[src/rtl/fetch_pkg.sv]
// Shared types and constants for the instruction fetch unit.
package fetch_pkg;

  typedef enum logic [1:0] {
    ST_IDLE  = 2'd0,
    ST_WAIT  = 2'd1,
    ST_DRAIN = 2'd2
  } fetch_state_e;

  localparam logic [31:0] NOP_INSTR        = 32'h0000_0000;
  localparam logic [31:0] DEFAULT_RESET_PC = 32'h0040_0000;

endpackage

[src/rtl/if_fetch_unit_if.sv]
// Instruction memory request/response bus between fetch unit and imem.
interface if_fetch_unit_if #(parameter int NBits = 32) ();

  logic             imem_req_o;
  logic [NBits-1:0] imem_addr_o;
  logic             imem_ack_i;
  logic [NBits-1:0] imem_rdata_i;

  modport master (output imem_req_o, imem_addr_o, input imem_ack_i, imem_rdata_i);
  modport slave  (input imem_req_o, imem_addr_o, output imem_ack_i, imem_rdata_i);

endinterface

[src/rtl/fetch_skid_buf.sv]
// One-entry holding slot for an instruction that returned while IF/ID was stalled.
module fetch_skid_buf #(
  parameter int NBits = 32
) (
  input  logic             clk,
  input  logic             reset,
  input  logic             clear_i,
  input  logic             park_i,
  input  logic             pop_i,
  input  logic [NBits-1:0] park_instr_i,
  input  logic [NBits-1:0] park_pc_i,
  output logic             full_o,
  output logic [NBits-1:0] instr_o,
  output logic [NBits-1:0] pc_o
);

  logic             full_q, full_d;
  logic [NBits-1:0] instr_q, instr_d;
  logic [NBits-1:0] pc_q, pc_d;

  always_comb begin
    full_d  = full_q;
    instr_d = instr_q;
    pc_d    = pc_q;
    if (clear_i) begin
      full_d = 1'b0;
    end else if (park_i) begin
      full_d  = 1'b1;
      instr_d = park_instr_i;
      pc_d    = park_pc_i;
    end else if (pop_i) begin
      full_d = 1'b0;
    end
  end

  always_ff @(posedge clk) begin
    if (reset) begin
      full_q  <= 1'b0;
      instr_q <= '0;
      pc_q    <= '0;
    end else begin
      full_q  <= full_d;
      instr_q <= instr_d;
      pc_q    <= pc_d;
    end
  end

  assign full_o  = full_q;
  assign instr_o = instr_q;
  assign pc_o    = pc_q;

endmodule

[src/rtl/if_fetch_unit.sv]
// IF stage: one outstanding imem fetch, registered IF/ID outputs, redirect/stall handling.
// Define FETCH_SKID_EN to keep an instruction returning under stall instead of re-fetching it.
module if_fetch_unit
  import fetch_pkg::*;
#(
  parameter int               NBits    = 32,
  parameter logic [NBits-1:0] RESET_PC = NBits'(DEFAULT_RESET_PC)
) (
  input  logic              clk,
  input  logic              reset,
  input  logic              stall_i,
  input  logic              redirect_i,
  input  logic [NBits-1:0]  redirect_pc_i,
  if_fetch_unit_if.master   imem,
  output logic [NBits-1:0]  pc_o,
  output logic [NBits-1:0]  pc_plus_4_o,
  output logic [NBits-1:0]  instruction_o,
  output logic              valid_o
);

  localparam logic [NBits-1:0] NOP  = NBits'(NOP_INSTR);
  localparam logic [NBits-1:0] FOUR = NBits'(4);

  fetch_state_e     state_q, state_d;
  logic [NBits-1:0] pc_q, pc_d;
  logic [NBits-1:0] pc_out_q, pc_out_d;
  logic [NBits-1:0] pc4_out_q, pc4_out_d;
  logic [NBits-1:0] instr_q, instr_d;
  logic             valid_q, valid_d;
  logic             stale_q, stale_d;
  logic             ack_v, req, skid_full, skid_park, skid_pop, skid_clear;
  logic [NBits-1:0] addr, skid_instr, skid_pc;

`ifdef FETCH_SKID_EN
  localparam bit SkidEn = 1'b1;
  fetch_skid_buf #(.NBits(NBits)) u_skid (
    .clk          (clk),
    .reset        (reset),
    .clear_i      (skid_clear),
    .park_i       (skid_park),
    .pop_i        (skid_pop),
    .park_instr_i (imem.imem_rdata_i),
    .park_pc_i    (pc_q),
    .full_o       (skid_full),
    .instr_o      (skid_instr),
    .pc_o         (skid_pc)
  );
`else
  localparam bit SkidEn = 1'b0;
  logic skid_unused;
  assign skid_full   = 1'b0;
  assign skid_instr  = '0;
  assign skid_pc     = '0;
  assign skid_unused = ^{skid_clear, skid_park, skid_pop};
`endif

  // A response still owed for a request abandoned by reset must not be taken as ours.
  assign ack_v = imem.imem_ack_i & ~stale_q;

  always_comb begin
    state_d    = state_q;
    pc_d       = pc_q;
    stale_d    = stale_q & ~imem.imem_ack_i;
    pc_out_d   = pc_out_q;
    pc4_out_d  = pc4_out_q;
    instr_d    = NOP;
    valid_d    = 1'b0;
    req        = 1'b0;
    addr       = pc_q;
    skid_park  = 1'b0;
    skid_pop   = 1'b0;
    skid_clear = 1'b0;
    if (reset) begin
      stale_d = (stale_q | (state_q != ST_IDLE)) & ~imem.imem_ack_i;
    end else if (redirect_i) begin
      pc_d       = {redirect_pc_i[NBits-1:2], 2'b00};
      skid_clear = 1'b1;
      state_d    = (state_q != ST_IDLE && !ack_v) ? ST_DRAIN : ST_IDLE;
    end else if (stall_i) begin
      instr_d = instr_q;
      valid_d = valid_q;
      if (ack_v && state_q == ST_WAIT) begin
        state_d = ST_IDLE;
        if (SkidEn) begin
          skid_park = 1'b1;
          pc_d      = pc_q + FOUR;
        end
      end else if (ack_v && state_q == ST_DRAIN) begin
        state_d = ST_IDLE;
      end
    end else begin
      // Skid is only ever full in IDLE, so it never collides with an imem delivery.
      if (skid_full) begin
        skid_pop  = 1'b1;
        instr_d   = skid_instr;
        pc_out_d  = skid_pc;
        pc4_out_d = skid_pc + FOUR;
        valid_d   = 1'b1;
      end
      case (state_q)
        ST_IDLE: begin
          req     = 1'b1;
          state_d = ST_WAIT;
        end
        ST_WAIT: begin
          if (ack_v) begin
            instr_d   = imem.imem_rdata_i;
            pc_out_d  = pc_q;
            pc4_out_d = pc_q + FOUR;
            valid_d   = 1'b1;
            pc_d      = pc_q + FOUR;
            req       = 1'b1;
            addr      = pc_q + FOUR;
          end
        end
        ST_DRAIN: begin
          if (ack_v) state_d = ST_IDLE;
        end
        default: state_d = ST_IDLE;
      endcase
    end
  end

  // stale_q deliberately survives reset: it records what reset itself abandoned.
  always_ff @(posedge clk) begin
    stale_q <= stale_d;
    if (reset) begin
      state_q   <= ST_IDLE;
      pc_q      <= RESET_PC;
      pc_out_q  <= '0;
      pc4_out_q <= '0;
      instr_q   <= NOP;
      valid_q   <= 1'b0;
    end else begin
      state_q   <= state_d;
      pc_q      <= pc_d;
      pc_out_q  <= pc_out_d;
      pc4_out_q <= pc4_out_d;
      instr_q   <= instr_d;
      valid_q   <= valid_d;
    end
  end

  assign imem.imem_req_o  = req;
  assign imem.imem_addr_o = addr;
  assign pc_o             = pc_out_q;
  assign pc_plus_4_o      = pc4_out_q;
  assign instruction_o    = instr_q;
  assign valid_o          = valid_q;

endmodule

[src/flat_wrapper.sv]
// flat-port wrapper written by rule: the top's interface ports become plain ports
module if_fetch_unit_flat import fetch_pkg::*;
#(
  parameter int               NBits    = 32,
  parameter logic [NBits-1:0] RESET_PC = NBits'(DEFAULT_RESET_PC)
)
  (clk, reset, stall_i, redirect_i, redirect_pc_i, pc_o, pc_plus_4_o, instruction_o, valid_o, imem_imem_req_o, imem_imem_addr_o, imem_imem_ack_i, imem_imem_rdata_i);
  if_fetch_unit_if #(.NBits(NBits)) imem_i ();
  input  logic clk;
  input  logic reset;
  input  logic stall_i;
  input  logic redirect_i;
  input  logic [NBits-1:0] redirect_pc_i;
  output logic [NBits-1:0] pc_o;
  output logic [NBits-1:0] pc_plus_4_o;
  output logic [NBits-1:0] instruction_o;
  output logic valid_o;
  output wire logic [$bits(imem_i.imem_req_o)-1:0] imem_imem_req_o;
  output wire logic [$bits(imem_i.imem_addr_o)-1:0] imem_imem_addr_o;
  input wire logic [$bits(imem_i.imem_ack_i)-1:0] imem_imem_ack_i;
  input wire logic [$bits(imem_i.imem_rdata_i)-1:0] imem_imem_rdata_i;
  assign imem_imem_req_o = imem_i.imem_req_o;
  assign imem_imem_addr_o = imem_i.imem_addr_o;
  assign imem_i.imem_ack_i = imem_imem_ack_i;
  assign imem_i.imem_rdata_i = imem_imem_rdata_i;
  if_fetch_unit #(.NBits(NBits), .RESET_PC(RESET_PC)) u_core (.clk(clk), .reset(reset), .stall_i(stall_i), .redirect_i(redirect_i), .redirect_pc_i(redirect_pc_i), .imem(imem_i), .pc_o(pc_o), .pc_plus_4_o(pc_plus_4_o), .instruction_o(instruction_o), .valid_o(valid_o));
endmodule
[config.mk]
export PLATFORM = sky130hd
export DESIGN_NAME = if_fetch_unit_flat
export DESIGN_NICKNAME = d
export VERILOG_FILES = /design/src/rtl/fetch_pkg.sv /design/src/rtl/if_fetch_unit_if.sv /design/src/rtl/fetch_skid_buf.sv /design/src/rtl/if_fetch_unit.sv /design/src/flat_wrapper.sv
export SDC_FILE = /design/constraint.sdc
export NUM_CORES = 1
export LEC_CHECK = 0
export CORE_MARGIN = 2
export CORE_UTILIZATION = 45
export CTS_CLUSTER_DIAMETER = 120
export DETAILED_ROUTE_END_ITERATION = 12
export PLACE_DENSITY = 0.83
export SLEW_MARGIN = 15
export SYNTH_ARGS = -nofsm -noshare
export SYNTH_HDL_FRONTEND = slang
export SYNTH_SLANG_ARGS = --single-unit
[constraint.sdc]
create_clock -name clk -period 6.01 [get_ports clk]
set_clock_uncertainty 0.05 [all_clocks]
set_input_delay 1.803 -clock clk [delete_from_list [all_inputs] [get_ports clk]]
set_output_delay 1.803 -clock clk [all_outputs]
set_load 0.03 [all_outputs]
==> results.txt, run 1 <==
- Worst slew margin relative to its limit: 47.63%
- The cell sitting at the root of the clock tree is a clkbuf_16.
- Yosys printed 0 warnings.
* Final Slew Violations: 0
- Maximum net fanout on the critical path: 3
* Result of the run: completed
* Beginning of the worst hold path: u_core.pc_o[10]
* Reported leakage power: 0.002957 uW
* Count of flip-flops with a built-in enable after synthesis: 0
- The number of antenna diodes in the final layout is 0.
* Largest net degree at the start of global routing: 71
* Final GP Congestion: 0.9264
* Number of design rule violations left after detail routing: 0
- Worst voltage drop across the vdd grid: 0.2318 mV
* Initial antenna violation count: 0
* Remaining global-route overflow: 0
- The clock passes through at most 2 buffers.
- The clock network is responsible for 49.3% of the overall power.
- Length of the first detailed-routing pass in iterations: 5
* Worst reg2reg path startpoint: u_core.pc_q[2]
- Clock buffer count from CTS: 17
- Hold WC Path Type: reg -> reg
- In the final layout, the share of cells above drive strength 1 is 9.848%.
* Area enclosed by the die boundary: 14550 um2
* GR met2 Demand/Resource: 42.44%
- Unrepaired setup endpoints after global routing: no
- The tree built by TritonCTS fans out to 126 sinks.
- HPWL reported at the end of detailed placement: 13.26 mm
* Std cell rows: 42
* Wire length reported by the detailed router: 19.52 mm
* Type of the worst setup path: in -> out
- Count of fill cells added during filler insertion: 1115
- GR Layer Usage met1: 34.33%
* CP endpoint kind: output port
- In this run, synthesis produced a sequential element count of 126.
- Worst Tran Pin Value: 0.7856 ns
- The detailed router placed 6374 vias in this run.
- Seq pwr share: 40.1%
- In the synthesized netlist the async set-or-reset flop fraction comes to 0%.
* Number of buffers inserted by port buffering: 190
- Clock slew at reported path FFs: 0.05 ns
- In this run the power density over the cells is 257.3 nW/um2.
- After synthesis, flip-flops and latches occupy 41.22% of the total area.
- Data arrives at the worst endpoint at 4.04 ns.
- Global-route wire length before repair: 31.35 mm
- Clock Latency Late Sink: 0.42 ns
- Using the TritonRoute via totals, the vias-per-cell ratio works out to 5.795.
- From bottom edge to top edge, the die measures 120.6 um.
* Netlist cell types: 47
- GRT Total Usage: 27.18%
* Power dissipated by switching net loads: 531.4 uW
- Count of max-cap constraint violations: 0
- Share of the cycle needed by the critical path after routing: 98.04%
* Reg2Reg Setup Slack: 3.29 ns
- Min Clock Period, post-route: 5.892 ns
* Post-detailed-route count of antenna-violating nets: 0
- Final sum of negative setup slack: 0 ns
- STA classifies the critical path startpoint as an input port.
- Mean cell area of the mapped netlist: 7.989 um2
* Portion of total power attributed to combinational logic: 10.6%
- Area of the mapped netlist: 6120 um2
- Top Ports: 199
* Count of nets after finishing: 983
- Setup violations remaining at the end of the flow were counted as 0.
- Synthesized netlist cell count: 766
- Dividing the detail-routed wire length by the instance count gives 17.74 um.
- Hold violation count in the final report: 0
* DRT iter0 DRCs: 552
- Data required time at the worst endpoint: 4.16 ns
* Leading register cell type out of synthesis: dfxtp_1
- For this run, the top clock speed supported by timing is 169.7 MHz.
* Sw Share: 23.71%
- The area growth from synthesis to layout is 42.32%.
* Initial cell density of the core: 46.21%
* Total internal power: 1709 uW
* Startpoint of the worst setup timing path: stall_i
- CTS built an H-tree with a depth of 4.
- The layer flagged by global routing as most heavily used is met2.
- For met3 alone, demand over resource in global routing was 9.104%.
* Via count of the first global-routing pass: 6131
* Clock tree from TritonCTS: done
- Worst hold slack: 0.4029 ns
- Die X-Extent: 120.6 um
- The core region is 13240 um2.
area by class of cell:
class	count	area [um2]	area share, %
multi-input cells	543	3231	37.09
flip-flops and latches	126	2522	28.96
repair buffers	213	2058	23.63
clock buffers	25	505.5	5.804
well taps	176	220.2	2.528
clock inverters	5	127.6	1.465
inverters	12	45.04	0.5172
critical path, cell delays in order:
cell,delay [ns]
clkdlybuf4s50_1,0.44
or4b_1,0.58
or4_4,0.56
nor4_2,0.18
xor2_1,0.31
buf_12,0.17
layer usage:
layer	part of all wire, %	vias to the layer above
li1	-	3034
met1	40	2975
met2	47	323
met3	10	42
met4	2.9	0
met5	0	-
placed cells by master, fill, tap and decap left out, types with 3 or more instances in the layout:
master,Yosys,layout
conb_1,1,6
xor2_1,20,20
a2111oi_0,5,5
nor2_1,90,89
or4_1,8,8
bufinv_16,0,4
nor3b_1,4,4
a22oi_1,36,36
and4_1,14,14
a211oi_1,30,30
nand3_1,28,28
nand2_1,82,82
inv_1,10,10
nand3b_1,3,3
clkbuf_1,69,3
xnor2_1,29,29
clkbuf_16,0,17
clkdlybuf4s50_1,0,158
and3_1,8,8
buf_4,6,48
buf_12,0,5
nor3_1,29,28
o21ai_0,12,12
o31ai_1,8,8
clkbuf_8,0,5
nor4_1,17,15
a311oi_1,20,20
or3_1,10,10
a21oi_1,39,39
nand4_1,19,19
dfxtp_1,126,126
worst paths after layout:
path | endpoint | cells past startpoint
setup / recovery | imem_imem_addr_o[30] | 6
hold / removal | u_core.pc_o[10] | 2
setup reg to reg | u_core.pc_q[20] | 6
hold reg to reg | u_core.pc_o[10] | 2
through the flow:
step / cells / cell area, um2 / setup WS (ns) / util (%) / power (uW)
2_1_floorplan: 771 / 6138 / 0.3113 / - / 1040
3_3_place_gp: 1069 / 8048 / 0.07914 / 60.77 / 1147
3_5_place_dp: 1069 / 8048 / 0.06836 / 60.77 / 1149
4_1_cts: 1099 / 8681 / 0.04362 / 65.55 / 2252
5_1_grt: 1100 / 8710 / 0.02109 / 65.77 / 2313
6_report: 1100 / 8710 / 0.1179 / 65.77 / 2241
power by group through the flow:
stage,logic [uW],registers (uW),clock network [uW]
after floorplan,151,889,0
after global routing,255,901,1160
after CTS,237,896,1120
after detailed placement,236,913,0
after global placement,234,913,0
final,238,898,1110
registers in the layout, indices dropped and copies added, names as in the netlist:
name                  cells
u_core.valid_o            1
u_core.pc_q              30
u_core.pc_o              30
u_core.instruction_o     32
u_core.stale_q            1
u_core.pc_plus_4_o       30
u_core.state_q            2
cell families after synthesis:
family | Yosys count | synth area share, %
and+or+nand+nor | 325 | 26.29
AOI/OAI and AO/OA | 162 | 18.40
DFF | 126 | 41.22
buffers and inverters | 102 | 6.808
xor gates and xnor gates | 49 | 7.013
adders and majority gates | 1 | 0.2044
other | 1 | 0.06128
timing repair:
item                                    4_1_cts  5_1_grt
hold buffers                                  0        0
resized for setup                             0        4
endpoints found under the hold margin         0        0
setup buffers                                 0        1
endpoints found under the setup margin        0        5
cells in the mapped netlist, drive strengths merged (3+ instances only):
cell	n	share of area (%)
a21oi	39	3.2
nor3b	4	0.49
inv	10	0.61
and4	14	2.0
nor4	17	1.7
and3	8	0.82
nand3b	3	0.37
a211oi	30	3.7
buf	21	1.8
or4	9	1.2
nand2	82	5.0
nand3	28	2.3
or3	10	1.0
nor3	30	2.5
clkbuf	69	4.2
nor2	90	5.5
nand4	19	1.9
o31ai	8	0.98
a22oi	36	4.4
a2111oi	5	0.72
xor2	20	2.9
o21ai	12	0.98
xnor2	29	4.2
dfxtp	126	41
a311oi	20	2.9
Note: power is estimated with default switching activity, not from simulation.
==> run 2, diff against run 1 <==
CAP_MARGIN = 5   (was unset)
GPL_TIMING_DRIVEN = 0   (was unset)
MAX_ROUTING_LAYER = met4   (was unset)
==> results.txt, run 2 (synthesis gave the netlist of run 1 again) <==
* Result of the run: completed
- Data required time at the worst endpoint: 4.16 ns (about the same)
* Post-detailed-route count of antenna-violating nets: 0 (unchanged)
* Hold WC Path Type: reg -> reg
- Hold violation count in the final report: 0 (unchanged)
- The count of standard-cell rows is 42 (unchanged).
- The cell area after placement is 8250 um2 (+2.5%).
- Reg area: 2522 um2 (unchanged)
* Initial antenna violation count: 0 (unchanged)
* Via Count: 7008 (+9.9%)
* Share of the cycle needed by the critical path after routing: 98.93% (+0.89 points)
- Total area of multi-input combinational cells: 3287 um2 (+1.7%)
- The initial cell density of the core was 46.21% (unchanged).
- The minimum setup slack after placement is -1.507 ns (-1.575 ns).
* HPWL reported at the end of detailed placement: 16.36 mm (+23%)
- Number of cells in the finished layout apart from fillers: 1175 (+6.8%)
- The weighted congestion at the end of routability-driven global placement came to 1.008 (+8.9%).
- The critical path in this run is classified as in -> out.
* Critical path startpoint category: input port
* Area growth, synth to finish: 46.90%
- Ratio of total power to cell area: 256.1 nW/um2 (-0.45%)
- The number of diodes added for antenna fixing is 0 (unchanged).
- The via count of the first global-routing pass is 6651 (+8.5%).
* Sinks on the clock net: 126 (unchanged)
- The clock-pin slew reported for the worst setup and hold paths after clock tree synthesis was 0.06 ns (about the same).
- Count of max-cap constraint violations: 0 (unchanged)
* Clock tree from TritonCTS: done
- The number of buffers inserted by port buffering is 189 (-0.53%).
- The number of violations reported at the end of detailed-routing iteration 0 was 855 (+55%).
* Remaining global-route overflow: 0 (unchanged)
- Setup repair after global routing could not meet its margin everywhere.
- The signal on the critical path passes through clkdlybuf4s50_1, or4b_1, buf_6, or4_4, nor3_4, xor2_1, buf_4.
- Deepest clock path buffer count: 2 (unchanged)
* Arrival time at the worst endpoint: 4.09 ns (+0.05 ns)
- The routed length per instance was 19.98 um (+13%).
- The sum of buffers and inverters on the critical path came to 3 (+1).
* Cts-stage hold buffer count: 0 (unchanged)
- Leaving out fill and tap cells, the most frequent cell in the layout is clkdlybuf4s50_1.
- On the critical path, the stage with the largest delay is an instance of or4_4.
- Min Clock Period, post-route: 5.945 ns (+0.05339 ns)
- Worst Tran Pin Value: 1.176 ns (+0.3900 ns)
- Total power: 2303 uW (+2.8%)
- Overall die height: 120.6 um (unchanged)
* Most frequent cells in the layout: clkdlybuf4s50_1, dfxtp_1, nor2_1
* Worst voltage drop across the vdd grid: 0.1863 mV (-20%)
- Layout cell share with drive strength beyond 1: 9.910% (+0.061 points)
* Global-route wire length before repair: 35.30 mm (+13%)
- The clock latency at the later pin of the worst-skew pair came to 0.42 ns (about the same).
- In this run the clock root is driven by a clkbuf_16.
- The number of filler instances in the final layout came to 1131 (+1.4%).
- Post-route setup slack: 0.06453 ns (-0.05339 ns)
- Final setup violating endpoints: 0 (unchanged)
- Crit-path leading delay family: simple AND/OR/NAND/NOR gates
- The number of buffers created by CTS was 17 (unchanged).
- Final non-filler cell area: 8990 um2 (+3.2%)
* Reported leakage power: 0.003100 uW (+4.8%)
- The overall routing resource usage came to 32.54% (+5.4 points).
- The worst reg-to-reg setup slack came to 2.70 ns (-0.59 ns).
- The maximum clock frequency was 168.2 MHz (-0.90%).
* Placed insts: 1136 (+6.3%)
- The remaining design rule violation count was 0 (unchanged).
* Die X-Extent: 120.6 um (unchanged)
- The die footprint was 14550 um2 (unchanged).
- Standard cell core area: 13240 um2 (unchanged)
* Worst hold slack: 0.4046 ns (+0.001638 ns)
- The H-tree depth reported by CTS came to 4 (unchanged).
- The mean number of vias per cell came to 5.964 (+2.9%).
- The number of nets in the layout came to 1056 (+7.4%).
- Top Ports: 199 (unchanged)
* Slowest stage delay, CP: 0.57 ns (about the same)
* Final Slew Violations: 0 (unchanged)
* Length of the first detailed-routing pass in iterations: 6 (+1)
- CP endpoint kind: output port
- The largest net degree at the start of global routing is 17 (-76%).
- Maximum net fanout on the critical path: 9 (+6)
- Worst slew margin relative to its limit: 20.90% (-27 points)
- Wire length reported by the detailed router: 23.48 mm (+20%)
* Max FFs per register: 32 (unchanged)
## run 2: cell types whose count changed in the layout (fill, tap and decap cells not counted), moves of 4 or more
| cell | previous run | this run |
|---|---|---|
| buf_1 | 0 | 6 |
| buf_12 | 5 | 0 |
| buf_2 | 1 | 16 |
| buf_4 | 48 | 16 |
| clkbuf_1 | 3 | 65 |
| clkbuf_2 | 0 | 12 |
| clkdlybuf4s15_2 | 0 | 4 |
## run 2: path summary, 6_finish.rpt
kind	start	endpoint	depth (start not counted)
worst max register to register	u_core.pc_q[3]	u_core.pc_plus_4_o[22]	6
worst min register to register	u_core.pc_o[28]	u_core.pc_o[28]	2
worst max-delay path	stall_i	imem_imem_addr_o[26]	7
worst min-delay path	u_core.pc_o[28]	u_core.pc_o[28]	2
## run 2: worst reg2reg max path, stage by stage, from the launching register on
cell and delay (ns):
dfxtp_1 0.49, ha_1 0.34, nand4_1 0.32, nor3_1 0.99, clkbuf_1 0.57, nand4b_1 0.16, a311oi_1 0.30
## run 2: report_power, final
part / switching, uW / internal [uW] / total, uW
Combinational: 177 / 109 / 286
Sequential: 10.5 / 855 / 865
Clock: 404 / 747 / 1150
## run 2: metal layers
| layer | vias up | track usage [%] | part of all wire [%] | wire length [um] |
|---|---|---|---|---|
| li1 | 3181 | - | - | - |
| met1 | 3229 | 40.50 | 39 | 9155 |
| met2 | 495 | 50.00 | 46 | 10760 |
| met3 | 103 | 7.170 | 11 | 2515 |
| met4 | 0 | 16.06 | 4.5 | 1045 |
| met5 | - | - | 0 | 0 |
## run 2: what timing repair did
| action | in CTS | in global routing |
|---|---|---|
| pin swaps | 2 | 3 |
| setup buffers | 4 | 2 |
| resized for setup | 94 | 51 |
| cloned | 1 | 0 |
| endpoints found under the setup margin | 30 | 27 |
## run 2: stage by stage
step	setup TNS [ns]	util [%]
floorplan	0	-
global placement	-30.59	62.30
detailed placement	-30.48	62.30
CTS	-0.05729	67.97
global route	-0.005654	67.89
finish	0	67.89
## run 2: final cells by class
type	count	share of cell area [%]
Sequential cell	126	28.06
Buffer	90	4.579
Inverter	12	0.5010
Clock inverter	14	2.394
Multi-Input combinational cell	543	36.56
Tap cell	176	2.450
Timing Repair Buffer	196	20.57
Clock buffer	18	4.885
